$ cat config.mk
export PLATFORM = sky130hd
export DESIGN_NAME = mem_bus_arbiter_flat
export DESIGN_NICKNAME = d
export VERILOG_FILES = /design/src/rtl/mem_bus_arbiter_pkg.sv /design/src/rtl/mem_bus_arbiter_if.sv /design/src/rtl/mem_bus_arbiter_rr_pick2.sv /design/src/rtl/mem_bus_arbiter.sv /design/src/flat_wrapper.sv
export SDC_FILE = /design/constraint.sdc
export NUM_CORES = 1
export LEC_CHECK = 0
export BUFFER_PORTS_ARGS = -buffer_cell sky130_fd_sc_hd__clkbuf_2
export CAP_MARGIN = 15
export CORE_AREA = 2 2 188 190
export CTS_BUF_LIST = sky130_fd_sc_hd__clkbuf_8 sky130_fd_sc_hd__clkbuf_16
export CTS_CLUSTER_SIZE = 12
export DETAILED_ROUTE_END_ITERATION = 6
export DIE_AREA = 0 0 190 192
export RECOVER_POWER = 25
export SYNTH_ARGS = -nofsm -noshare
export SYNTH_HDL_FRONTEND = slang
export SYNTH_SLANG_ARGS = --single-unit
$ cat constraint.sdc
create_clock -name clk -period 1.7 [get_ports clk]
set_clock_uncertainty 0.1 [all_clocks]
set_input_delay 0 -clock clk [delete_from_list [all_inputs] [get_ports clk]]
set_output_delay 0 -clock clk [all_outputs]
set_load 0.01 [all_outputs]
$ cat src/rtl/mem_bus_arbiter_pkg.sv
// Shared types for the two-port memory bus arbiter.
// Also used by the set cache for its burst length.
package mem_arb_pkg;

  localparam int NUM_REQ   = 2;
  localparam int BEATS_DEF = 8;

  typedef enum logic [1:0] {
    IDLE,
    REQ,
    RESP
  } state_e;

  typedef logic req_id_t;

endpackage

$ cat src/rtl/mem_bus_arbiter_if.sv
// reqcyc/reqack/respcyc/respack bus bundle.
// master drives requests; slave returns responses.
interface mem_bus_arbiter_if #(
  parameter int DW = 64,
  parameter int TW = 13
);
  logic          bus_reqcyc;
  logic          bus_reqack;
  logic [DW-1:0] bus_req;
  logic [TW-1:0] bus_reqtag;
  logic          bus_respcyc;
  logic          bus_respack;
  logic [DW-1:0] bus_resp;
  logic [TW-1:0] bus_resptag;

  modport master (
    output bus_reqcyc, bus_req, bus_reqtag, bus_respack,
    input  bus_reqack, bus_respcyc, bus_resp, bus_resptag
  );

  modport slave (
    input  bus_reqcyc, bus_req, bus_reqtag, bus_respack,
    output bus_reqack, bus_respcyc, bus_resp, bus_resptag
  );
endinterface

$ cat src/rtl/mem_bus_arbiter_rr_pick2.sv
// Two-way round-robin pick: on a tie the port
// that did not win last time is chosen.
module rr_pick2
  import mem_arb_pkg::*;
(
  input  logic [1:0] req_i,
  input  req_id_t    last_i,
  output logic       valid_o,
  output req_id_t    id_o
);

  assign valid_o = |req_i;

  always_comb begin
    id_o = 1'b0;
    unique case (req_i)
      2'b01:   id_o = 1'b0;
      2'b10:   id_o = 1'b1;
      2'b11:   id_o = ~last_i;
      default: id_o = 1'b0;
    endcase
  end

endmodule

$ cat src/rtl/mem_bus_arbiter.sv
// Shares one DRAM bus between icache (p0) and dcache (p1),
// holding the grant for a whole response burst.
module mem_bus_arbiter
  import mem_arb_pkg::*;
#(
  parameter int BUS_DATA_WIDTH = 64,
  parameter int BUS_TAG_WIDTH  = 13,
  parameter int BEATS          = BEATS_DEF
) (
  input  logic               clk,
  input  logic               reset,
  mem_bus_arbiter_if.slave   p0,
  mem_bus_arbiter_if.slave   p1,
  mem_bus_arbiter_if.master  m,
  output logic [1:0]         grant,
  output logic               tag_err
);

  localparam int CW = $clog2(BEATS) + 1;
  localparam logic [CW-1:0] LAST = CW'(BEATS - 1);

  state_e             state_q, state_d;
  req_id_t            owner_q, owner_d;
  req_id_t            last_q, last_d;
  logic [CW-1:0]      cnt_q, cnt_d;
  logic [BUS_TAG_WIDTH-1:0] tag_q, tag_d;
  logic               terr_q, terr_d;

  logic               pick_v;
  req_id_t            pick_id;

  logic                      own_reqcyc;
  logic                      own_respack;
  logic [BUS_DATA_WIDTH-1:0] own_req;
  logic [BUS_TAG_WIDTH-1:0]  own_reqtag;
  logic                      beat;

  rr_pick2 u_pick (
    .req_i   ({p1.bus_reqcyc, p0.bus_reqcyc}),
    .last_i  (last_q),
    .valid_o (pick_v),
    .id_o    (pick_id)
  );

  assign own_reqcyc  = owner_q ? p1.bus_reqcyc  : p0.bus_reqcyc;
  assign own_respack = owner_q ? p1.bus_respack : p0.bus_respack;
  assign own_req     = owner_q ? p1.bus_req     : p0.bus_req;
  assign own_reqtag  = owner_q ? p1.bus_reqtag  : p0.bus_reqtag;

  assign beat = (state_q == RESP) & m.bus_respcyc & own_respack;

  always_ff @(posedge clk or negedge reset) begin
    if (!reset) begin
      state_q <= IDLE;
      owner_q <= 1'b0;
      last_q  <= 1'b1;
      cnt_q   <= '0;
      tag_q   <= '0;
      terr_q  <= 1'b0;
    end else begin
      state_q <= state_d;
      owner_q <= owner_d;
      last_q  <= last_d;
      cnt_q   <= cnt_d;
      tag_q   <= tag_d;
      terr_q  <= terr_d;
    end
  end

  always_comb begin
    state_d = state_q;
    owner_d = owner_q;
    last_d  = last_q;
    cnt_d   = cnt_q;
    tag_d   = tag_q;
    terr_d  = terr_q;
    unique case (state_q)
      IDLE: begin
        if (pick_v) begin
          owner_d = pick_id;
          last_d  = pick_id;
          tag_d   = pick_id ? p1.bus_reqtag : p0.bus_reqtag;
          state_d = REQ;
        end
      end
      REQ: begin
        // a withdrawn request wins over a same-cycle ack
        if (!own_reqcyc) begin
          state_d = IDLE;
        end else if (m.bus_reqack) begin
          state_d = RESP;
          cnt_d   = '0;
        end
      end
      RESP: begin
        if (beat) begin
          cnt_d = cnt_q + 1'b1;
          if (m.bus_resptag != tag_q) terr_d = 1'b1;
          if (cnt_q == LAST) begin
            state_d = IDLE;
            cnt_d   = '0;
          end
        end
      end
      default: state_d = IDLE;
    endcase
  end

  always_comb begin
    grant          = 2'b00;
    m.bus_reqcyc   = 1'b0;
    m.bus_req      = '0;
    m.bus_reqtag   = '0;
    m.bus_respack  = 1'b0;
    p0.bus_reqack  = 1'b0;
    p0.bus_respcyc = 1'b0;
    p0.bus_resp    = '0;
    p0.bus_resptag = '0;
    p1.bus_reqack  = 1'b0;
    p1.bus_respcyc = 1'b0;
    p1.bus_resp    = '0;
    p1.bus_resptag = '0;
    if (state_q != IDLE) grant = owner_q ? 2'b10 : 2'b01;
    if (state_q == REQ) begin
      m.bus_reqcyc = own_reqcyc;
      m.bus_req    = own_req;
      m.bus_reqtag = own_reqtag;
      if (owner_q) p1.bus_reqack = m.bus_reqack;
      else         p0.bus_reqack = m.bus_reqack;
    end
    if (state_q == RESP) begin
      m.bus_respack = own_respack;
      if (owner_q) begin
        p1.bus_respcyc = m.bus_respcyc;
        p1.bus_resp    = m.bus_resp;
        p1.bus_resptag = m.bus_resptag;
      end else begin
        p0.bus_respcyc = m.bus_respcyc;
        p0.bus_resp    = m.bus_resp;
        p0.bus_resptag = m.bus_resptag;
      end
    end
  end

  assign tag_err = terr_q;

endmodule

$ cat src/flat_wrapper.sv
// flat-port wrapper written by rule: the top's interface ports become plain ports
module mem_bus_arbiter_flat import mem_arb_pkg::*;
#(
  parameter int BUS_DATA_WIDTH = 64,
  parameter int BUS_TAG_WIDTH  = 13,
  parameter int BEATS          = BEATS_DEF
)
  (clk, reset, grant, tag_err, p0_bus_reqcyc, p0_bus_req, p0_bus_reqtag, p0_bus_respack, p0_bus_reqack, p0_bus_respcyc, p0_bus_resp, p0_bus_resptag, p1_bus_reqcyc, p1_bus_req, p1_bus_reqtag, p1_bus_respack, p1_bus_reqack, p1_bus_respcyc, p1_bus_resp, p1_bus_resptag, m_bus_reqcyc, m_bus_req, m_bus_reqtag, m_bus_respack, m_bus_reqack, m_bus_respcyc, m_bus_resp, m_bus_resptag);
  mem_bus_arbiter_if #(.DW((64)), .TW((13))) p0_i ();
  mem_bus_arbiter_if #(.DW((64)), .TW((13))) p1_i ();
  mem_bus_arbiter_if #(.DW((64)), .TW((13))) m_i ();
  input  logic clk;
  input  logic reset;
  output logic [1:0] grant;
  output logic tag_err;
  input wire logic [$bits(p0_i.bus_reqcyc)-1:0] p0_bus_reqcyc;
  input wire logic [$bits(p0_i.bus_req)-1:0] p0_bus_req;
  input wire logic [$bits(p0_i.bus_reqtag)-1:0] p0_bus_reqtag;
  input wire logic [$bits(p0_i.bus_respack)-1:0] p0_bus_respack;
  output wire logic [$bits(p0_i.bus_reqack)-1:0] p0_bus_reqack;
  output wire logic [$bits(p0_i.bus_respcyc)-1:0] p0_bus_respcyc;
  output wire logic [$bits(p0_i.bus_resp)-1:0] p0_bus_resp;
  output wire logic [$bits(p0_i.bus_resptag)-1:0] p0_bus_resptag;
  input wire logic [$bits(p1_i.bus_reqcyc)-1:0] p1_bus_reqcyc;
  input wire logic [$bits(p1_i.bus_req)-1:0] p1_bus_req;
  input wire logic [$bits(p1_i.bus_reqtag)-1:0] p1_bus_reqtag;
  input wire logic [$bits(p1_i.bus_respack)-1:0] p1_bus_respack;
  output wire logic [$bits(p1_i.bus_reqack)-1:0] p1_bus_reqack;
  output wire logic [$bits(p1_i.bus_respcyc)-1:0] p1_bus_respcyc;
  output wire logic [$bits(p1_i.bus_resp)-1:0] p1_bus_resp;
  output wire logic [$bits(p1_i.bus_resptag)-1:0] p1_bus_resptag;
  output wire logic [$bits(m_i.bus_reqcyc)-1:0] m_bus_reqcyc;
  output wire logic [$bits(m_i.bus_req)-1:0] m_bus_req;
  output wire logic [$bits(m_i.bus_reqtag)-1:0] m_bus_reqtag;
  output wire logic [$bits(m_i.bus_respack)-1:0] m_bus_respack;
  input wire logic [$bits(m_i.bus_reqack)-1:0] m_bus_reqack;
  input wire logic [$bits(m_i.bus_respcyc)-1:0] m_bus_respcyc;
  input wire logic [$bits(m_i.bus_resp)-1:0] m_bus_resp;
  input wire logic [$bits(m_i.bus_resptag)-1:0] m_bus_resptag;
  assign p0_i.bus_reqcyc = p0_bus_reqcyc;
  assign p0_i.bus_req = p0_bus_req;
  assign p0_i.bus_reqtag = p0_bus_reqtag;
  assign p0_i.bus_respack = p0_bus_respack;
  assign p0_bus_reqack = p0_i.bus_reqack;
  assign p0_bus_respcyc = p0_i.bus_respcyc;
  assign p0_bus_resp = p0_i.bus_resp;
  assign p0_bus_resptag = p0_i.bus_resptag;
  assign p1_i.bus_reqcyc = p1_bus_reqcyc;
  assign p1_i.bus_req = p1_bus_req;
  assign p1_i.bus_reqtag = p1_bus_reqtag;
  assign p1_i.bus_respack = p1_bus_respack;
  assign p1_bus_reqack = p1_i.bus_reqack;
  assign p1_bus_respcyc = p1_i.bus_respcyc;
  assign p1_bus_resp = p1_i.bus_resp;
  assign p1_bus_resptag = p1_i.bus_resptag;
  assign m_bus_reqcyc = m_i.bus_reqcyc;
  assign m_bus_req = m_i.bus_req;
  assign m_bus_reqtag = m_i.bus_reqtag;
  assign m_bus_respack = m_i.bus_respack;
  assign m_i.bus_reqack = m_bus_reqack;
  assign m_i.bus_respcyc = m_bus_respcyc;
  assign m_i.bus_resp = m_bus_resp;
  assign m_i.bus_resptag = m_bus_resptag;
  mem_bus_arbiter #(.BUS_DATA_WIDTH(BUS_DATA_WIDTH), .BUS_TAG_WIDTH(BUS_TAG_WIDTH), .BEATS(BEATS)) u_core (.clk(clk), .reset(reset), .p0(p0_i), .p1(p1_i), .m(m_i), .grant(grant), .tag_err(tag_err));
endmodule
==> results of run 1 <==
-- stage by stage --
| step | setup slack, ns | setup TNS [ns] | cells | instance area (um^2) |
|---|---|---|---|---|
| global placement | 0.101 | 0 | 1386 | 6510 |
| detailed placement | 0.128 | 0 | 1386 | 6510 |
| floorplan | 0.320 | 0 | 476 | 3560 |
| global route | -0.121 | -10.37 | 1424 | 7720 |
| CTS | -0.0414 | -1.98 | 1411 | 6860 |
| finish | -0.0625 | -1.60 | 1424 | 7720 |
-- flip-flops by register name, indices dropped and copies added, names as in the netlist --
name and count:
u_core.last_q 1, u_core.cnt_q 4, u_core.owner_q 1, u_core.tag_err 1, u_core.tag_q 13, u_core.state_q 2
-- cells by family (layout without fill, tap and decap cells) --
logic type,Yosys count,count (layout),share of synthesized area [%]
multiplexers,93,93,26.2
adder cells (fa/ha/maj),1,1,0.352
flip-flops,22,22,15.5
XOR/XNOR,14,14,3.45
AO/OA/AOI/OAI,25,25,4.18
AND/OR/NAND/NOR,279,279,43.1
buffers and inverters,42,535,7.24
-- synthesized netlist by cell type (3+ instances only) --
| library cell | n | area [um^2] |
|---|---|---|
| buf_2 | 8 | 40.0 |
| dfrtp_1 | 21 | 526 |
| o21ai_0 | 4 | 20.0 |
| nand2_1 | 6 | 22.5 |
| and2_1 | 157 | 982 |
| mux2i_1 | 92 | 921 |
| inv_1 | 3 | 11.3 |
| xnor2_1 | 8 | 70.1 |
| a21oi_1 | 14 | 70.1 |
| nand3b_1 | 3 | 22.5 |
| nor2_1 | 98 | 368 |
| buf_4 | 8 | 60.1 |
| buf_6 | 8 | 90.1 |
| clkbuf_1 | 15 | 56.3 |
| xor2_1 | 6 | 52.6 |
-- final cells by class --
| cell class | count | area [um^2] | area share [%] |
|---|---|---|---|
| multi-input combinational | 412 | 2960 | 38.3 |
| clock buffer | 3 | 75.1 | 0.972 |
| clock inverter | 1 | 3.75 | 0.0486 |
| sequential | 22 | 557 | 7.21 |
| timing repair buffer | 528 | 3540 | 45.9 |
| tap | 455 | 569 | 7.37 |
| inverter | 3 | 15.0 | 0.194 |
-- power breakdown --
part	total (mW)	switching [mW]	internal, mW
combinational	7.66	3.52	4.14
clock	0.508	0.194	0.314
sequential	0.942	0.185	0.758
-- repair_timing --
| action | in CTS | in global routing |
|---|---|---|
| pin swaps | 1 | 55 |
| gates cloned | 2 | 8 |
| gates resized for setup | 7 | 267 |
| setup endpoints to repair | 161 | 164 |
| buffers inserted | 3 | 5 |
| hold endpoints to repair | 29 | 0 |
| hold buffers | 16 | 0 |
-- layer usage --
metal / up-vias / routed length [um] / global-route usage, %
met1: 2442 / 8760 / 11.8
met3: 27 / 1170 / 0.987
met5: - / 24 / 0
met2: 267 / 11500 / 17.5
li1: 2536 / - / -
met4: 4 / 520 / 2.27
-- worst reg2reg max path, stage by stage, from the launching register on --
cell and delay, ns:
dfrtp_4 0.52, buf_6 0.15, mux2i_2 0.18, nor3b_4 0.33
nand3b_1 0.15, o21ai_1 0.07
-- worst max-delay path by stage --
stage	startpoint	end	slack [ns]	cells past startpoint
floorplan	u_core.state_q[0]$_DFFE_PN0P_	u_core.last_q$_DFFE_PN1P_	0.32	4
global placement	u_core.tag_q[0]$_DFFE_PN0P_	u_core.tag_err$_DFFE_PN0P_	0.10	4
detailed placement	u_core.owner_q$_DFFE_PN0P_	u_core.cnt_q[3]$_DFFE_PN0P_	0.13	4
CTS	u_core.state_q[0]$_DFFE_PN0P_	p1_bus_resp[31]	-0.04	6
global route	u_core.owner_q$_DFFE_PN0P_	p0_bus_resptag[6]	-0.12	5
finish	u_core.state_q[0]$_DFFE_PN0P_	p1_bus_resp[31]	-0.06	7
==> results.sh, run 1 <==
export IMPL_h_tree_depth=1
export IMPL_min_path_type="in -> reg"
export IMPL_crit_chain="nand2b_4, buf_8, nor2_8, buf_12, clkbuf_16, and2_4, buf_6"
export IMPL_p_per_area_mw_per_mm2=1180
export IMPL_cp_end_kind="primary output"
export IMPL_top_level_ports=479
export IMPL_async_flop_share_pct=100
export IMPL_leakagePower_nw=4.14
export IMPL_area_growth_pct=117
export IMPL_vdd_drop_max_mv=0.559
export IMPL_grt_max_degree=68
export IMPL_die_x_um=190
export IMPL_clkTransAtPathRegs_ns=0.06
export IMPL_cts_buffer_depth=2
export IMPL_dr_first_iter_drc_count=204
export IMPL_slew_limit_headroom_pct=57.3
export IMPL_drive_gt1_share_pct=61.8
export IMPL_num_fill_cells=3765
export IMPL_holdPathEnd="u_core.tag_q[12]$_DFFE_PN0P_"
export IMPL_postRouteAntennaNets=0
export IMPL_critical_path_class="reg -> out"
export IMPL_drv_cap=0
export IMPL_cp_buffers_inverters=4
export IMPL_min_path_cells=3
export IMPL_timing_rr_start="u_core.owner_q$_DFFE_PN0P_"
export IMPL_nets=1210
export IMPL_port_buffers=478
export IMPL_r2r_cells=5
export IMPL_grt_pass1_wl_mm=26.9
export IMPL_power_total_mw=9.11
export IMPL_drcViolationCount=0
export IMPL_violations="setup timing"
export IMPL_max_freq_mhz=567
export IMPL_wl_per_cell_um=15.4
export IMPL_num_antenna_cells=0
export IMPL_grt_antenna_before_repair=2
export IMPL_route_vias_total=5276
export IMPL_fin_ws_ns=-0.0625
export IMPL_final_common_cell="clkbuf_2"
export IMPL_chipHeight_um=192
export IMPL_cpPeakStageDelay_ns=0.38
export IMPL_synth_avg_cell_area_um2=7.48
export IMPL_final_cell_mix="clkbuf_2 (363), nor2_1 (94), and2_1 (94)"
export IMPL_synthCells=476
export IMPL_cts_tree="yes"
export IMPL_synth_edf_count=0
export IMPL_path_max_fanout=8
export IMPL_outcome="complete, but fails checks"
export IMPL_final_period_utilization_pct=104
export IMPL_clkLatencyLatePin_ns=0.25
export IMPL_utilization_pct=22.5
export IMPL_fin_crit_ns=1.76
export IMPL_start_kind="flip-flop"
export IMPL_rsz0062_at_grt="yes"
export IMPL_routed_wl_mm=22.0
export IMPL_tightest_slew_ns=0.640
export IMPL_numCtsBuffers=3
export IMPL_hpwl_mm=16.2
export IMPL_yosysSeqAreaShare_pct=15.5
export IMPL_reg2reg_slack_ns=0.08
export IMPL_globalplace_congestion=0.851
export IMPL_coreArea_mm2=0.0343
export IMPL_grt_pass1_vias=4727
export IMPL_start_util_pct=10.4
export IMPL_cpLargestDelayFamily="buffers and inverters"
export IMPL_ys_types=34
export IMPL_maxSlewViolCount=0
export IMPL_fp_row_count=68
export IMPL_clock_sinks=22
export IMPL_synth_cell_area_mm2=0.00356
export IMPL_required_ns=1.60
export IMPL_setup_viol=63
export IMPL_cpMaxStageDelayCell="dfrtp_1"
export IMPL_ys_flop_type="dfrtp_1"
export IMPL_die_area_mm2=0.0365
export IMPL_rr_endpoint="u_core.cnt_q[0]$_DFFE_PN0P_"
export IMPL_synth_fp_nets=716
export IMPL_finalHoldWorstSlack_ns=0.00455
export IMPL_firstDrtPassIters=4
export IMPL_worstPathArrival_ns=1.66
export IMPL_grtUsageTotal_pct=9.50
export IMPL_finalHoldViolations=0
export IMPL_yosys_register_bits=22
export IMPL_cts_root_buf="clkbuf_16"
export IMPL_synth_warnings=0
export IMPL_vias_per_cell=3.71
export IMPL_gr_total_overflow=0
export IMPL_min_delay_start="p1_bus_reqtag[12]"
Note: power is estimated with default switching activity, not from simulation.
==> inputs of run 2 (changes only) <==
==> constraint.sdc (replaced) <==
create_clock -name clk -period 1.7 [get_ports clk]
set_clock_uncertainty 0.1 [all_clocks]
set_input_delay 0.255 -clock clk [delete_from_list [all_inputs] [get_ports clk]]
set_output_delay 0.255 -clock clk [all_outputs]
set_load 0.01 [all_outputs]
==> run 2 against run 1 <==
Effect of this change: the run still ends with setup timing left; combinational power is 6.5% higher; non-clock buffer count grew 18; hold slack better by 0.21 ns; first-iteration DRC count fell by 19%; flip-flop and latch count unchanged; power increased by 7.5%; global-route usage up 0.51 points; critical path type unchanged; largest power group unchanged.
==> results.sh, run 2 (synthesis gave the netlist of run 1 again) <==
export IMPL_placed_area_mm2=0.00662
export IMPL_maxSlewViolCount=0
export IMPL_fin_crit_ns=2.02
export IMPL_leakagePower_nw=4.33
export IMPL_utilization_pct=23.1
export IMPL_seqCellArea_um2=556
export IMPL_final_cells=1444
export IMPL_power_frac_seq_pct=9.6
export IMPL_stdcell_area_mm2=0.00794
export IMPL_num_fill_cells=3750
export IMPL_area_growth_pct=123
export IMPL_largest_reg_flops=13
export IMPL_drcViolationCount=0
export IMPL_critical_path_class="reg -> out"
export IMPL_h_tree_depth=1
export IMPL_fin_ws_ns=-0.320
export IMPL_met1_usage_pct=12.7
export IMPL_nets=1229
export IMPL_outcome="complete, but fails checks"
export IMPL_gr_total_overflow=0
export IMPL_cp_common_cell="buf_12"
export IMPL_grt_max_degree=60
export IMPL_final_common_cell="clkbuf_2"
export IMPL_wl_per_cell_um=16.0
export IMPL_finalHoldViolations=0
export IMPL_route_vias_total=5292
export IMPL_chipHeight_um=192
export IMPL_pre_cts_slack_ns=-0.0341
export IMPL_max_freq_mhz=495
export IMPL_switching_share_pct=42.1
export IMPL_cp_buffers_inverters=4
export IMPL_grt_util_met3_pct=1.35
export IMPL_path_max_fanout=7
export IMPL_grt_pass1_wl_mm=27.9
export IMPL_tightest_slew_ns=0.618
export IMPL_vias_per_cell=3.66
export IMPL_hpwl_mm=16.2
export IMPL_cts_root_buf="clkbuf_16"
export IMPL_worstPathArrival_ns=1.66
export IMPL_reg_top3="u_core.tag_q x13, u_core.cnt_q x4, u_core.state_q x2"
export IMPL_drive_gt1_share_pct=62.2
export IMPL_numCtsBuffers=3
export IMPL_final_setup_tns_ns=-55.56
export IMPL_clock_sinks=22
export IMPL_clkTransAtPathRegs_ns=0.07
export IMPL_cpPeakStageDelay_ns=0.38
export IMPL_cts_tree="yes"
export IMPL_top_level_ports=479
export IMPL_cpMaxStageDelayCell="dfrtp_1"
export IMPL_cp_end_kind="primary output"
export IMPL_rsz0062_at_grt="yes"
export IMPL_required_ns=1.34
export IMPL_setup_viol=239
export IMPL_globalplace_congestion=0.858
export IMPL_multi_input_area_mm2=0.00296
export IMPL_final_cell_mix="clkbuf_2 (358), and2_1 (125), buf_2 (89)"
export IMPL_regMostFlops="u_core.tag_q"
export IMPL_coreArea_mm2=0.0343
export IMPL_cts_buffer_depth=2
export IMPL_fp_row_count=68
export IMPL_p_per_area_mw_per_mm2=1230
export IMPL_grt_busiest_layer="met2"
export IMPL_min_path_type="in -> reg"
export IMPL_violations="setup timing"
export IMPL_vdd_drop_max_mv=0.431
export IMPL_comb_power_share_pct=83.4
export IMPL_dr_first_iter_drc_count=166
export IMPL_dp_cells=1400
export IMPL_crit_chain="nand2b_4, buf_12, nor2_8, buf_12, buf_6, and2_1, clkbuf_2"
export IMPL_firstDrtPassIters=4
export IMPL_die_area_mm2=0.0365
export IMPL_grt_pass1_vias=4741
export IMPL_cpLargestDelayFamily="buffers and inverters"
export IMPL_grtUsageTotal_pct=10.0
export IMPL_postRouteAntennaNets=0
export IMPL_switchingPower_mw=4.12
export IMPL_slew_limit_headroom_pct=58.8
export IMPL_clockPowerShare_pct=7.0
export IMPL_die_x_um=190
export IMPL_clkLatencyLatePin_ns=0.26
export IMPL_drv_cap=0
export IMPL_final_period_utilization_pct=119
export IMPL_grt_antenna_before_repair=3
export IMPL_start_util_pct=10.4
export IMPL_port_buffers=478
export IMPL_internal_power_mw=5.67
export IMPL_start_kind="flip-flop"
export IMPL_routed_wl_mm=23.1
export IMPL_grt_met2_usage_pct=18.2
run 2: worst register-to-register path: cells and delay by family (launching register included):
kind | cells | cell delay, ns
mux | 1 | 0.12
buf+inv | 2 | 0.29
simple gates | 2 | 0.45
flops | 1 | 0.51
compound gates | 1 | 0.07
run 2: repair_timing:
action	CTS	global route
buffers inserted	11	5
resized for setup	36	215
setup endpoints to repair	239	248
cloned	9	17
pin swaps	3	26
hold buffers	1	0
endpoints found under the hold margin	21	0
run 2: layout make-up:
| cell class | count | share of cell area, % |
|---|---|---|
| sequential | 22 | 7.00 |
| tap | 455 | 7.17 |
| timing repair buffer | 546 | 47.0 |
| inverter | 3 | 0.173 |
| clock buffer | 3 | 0.946 |
| multi-input combinational | 413 | 37.3 |
| antenna | 1 | 0.0315 |
| clock inverter | 1 | 0.378 |
run 2: worst paths after layout:
kind | startpoint | depth (start not counted) | endpoint | slack [ns]
max | u_core.state_q[0]$_DFFE_PN0P_ | 7 | p1_bus_resp[18] | -0.32
min | p0_bus_reqtag[10] | 3 | u_core.tag_q[10]$_DFFE_PN0P_ | 0.22
max reg2reg | u_core.owner_q$_DFFE_PN0P_ | 6 | u_core.cnt_q[0]$_DFFE_PN0P_ | 0.05
min reg2reg | u_core.cnt_q[0]$_DFFE_PN0P_ | 1 | u_core.cnt_q[0]$_DFFE_PN0P_ | 0.41
max in group asynchronous | reset | 2 | u_core.owner_q$_DFFE_PN0P_ | 0.58
min in group asynchronous | reset | 2 | u_core.tag_q[10]$_DFFE_PN0P_ | 0.46
run 2: power groups by stage:
stage	Sequential, mW	Clock, mW	Combinational, mW
detailed placement	1.00	0	5.61
global route	0.976	0.728	8.71
floorplan	0.890	0	3.51
CTS	0.941	0.712	6.77
global placement	0.987	0	5.53
finish	0.944	0.684	8.16
run 2: metal layers:
layer  vias up  share of wire (%)
met5         -               0.18
met4         6                1.3
met3        17                5.4
met2       248                 49
met1      2439                 44
li1       2582                  -
run 2: per-stage QoR:
stage / hold slack [ns] / total power [mW]
2_1_floorplan: -0.141 / 4.40
3_3_place_gp: 0.191 / 6.51
3_5_place_dp: 0.208 / 6.61
4_1_cts: 0.212 / 8.42
5_1_grt: 0.218 / 10.4
6_report: 0.219 / 9.79
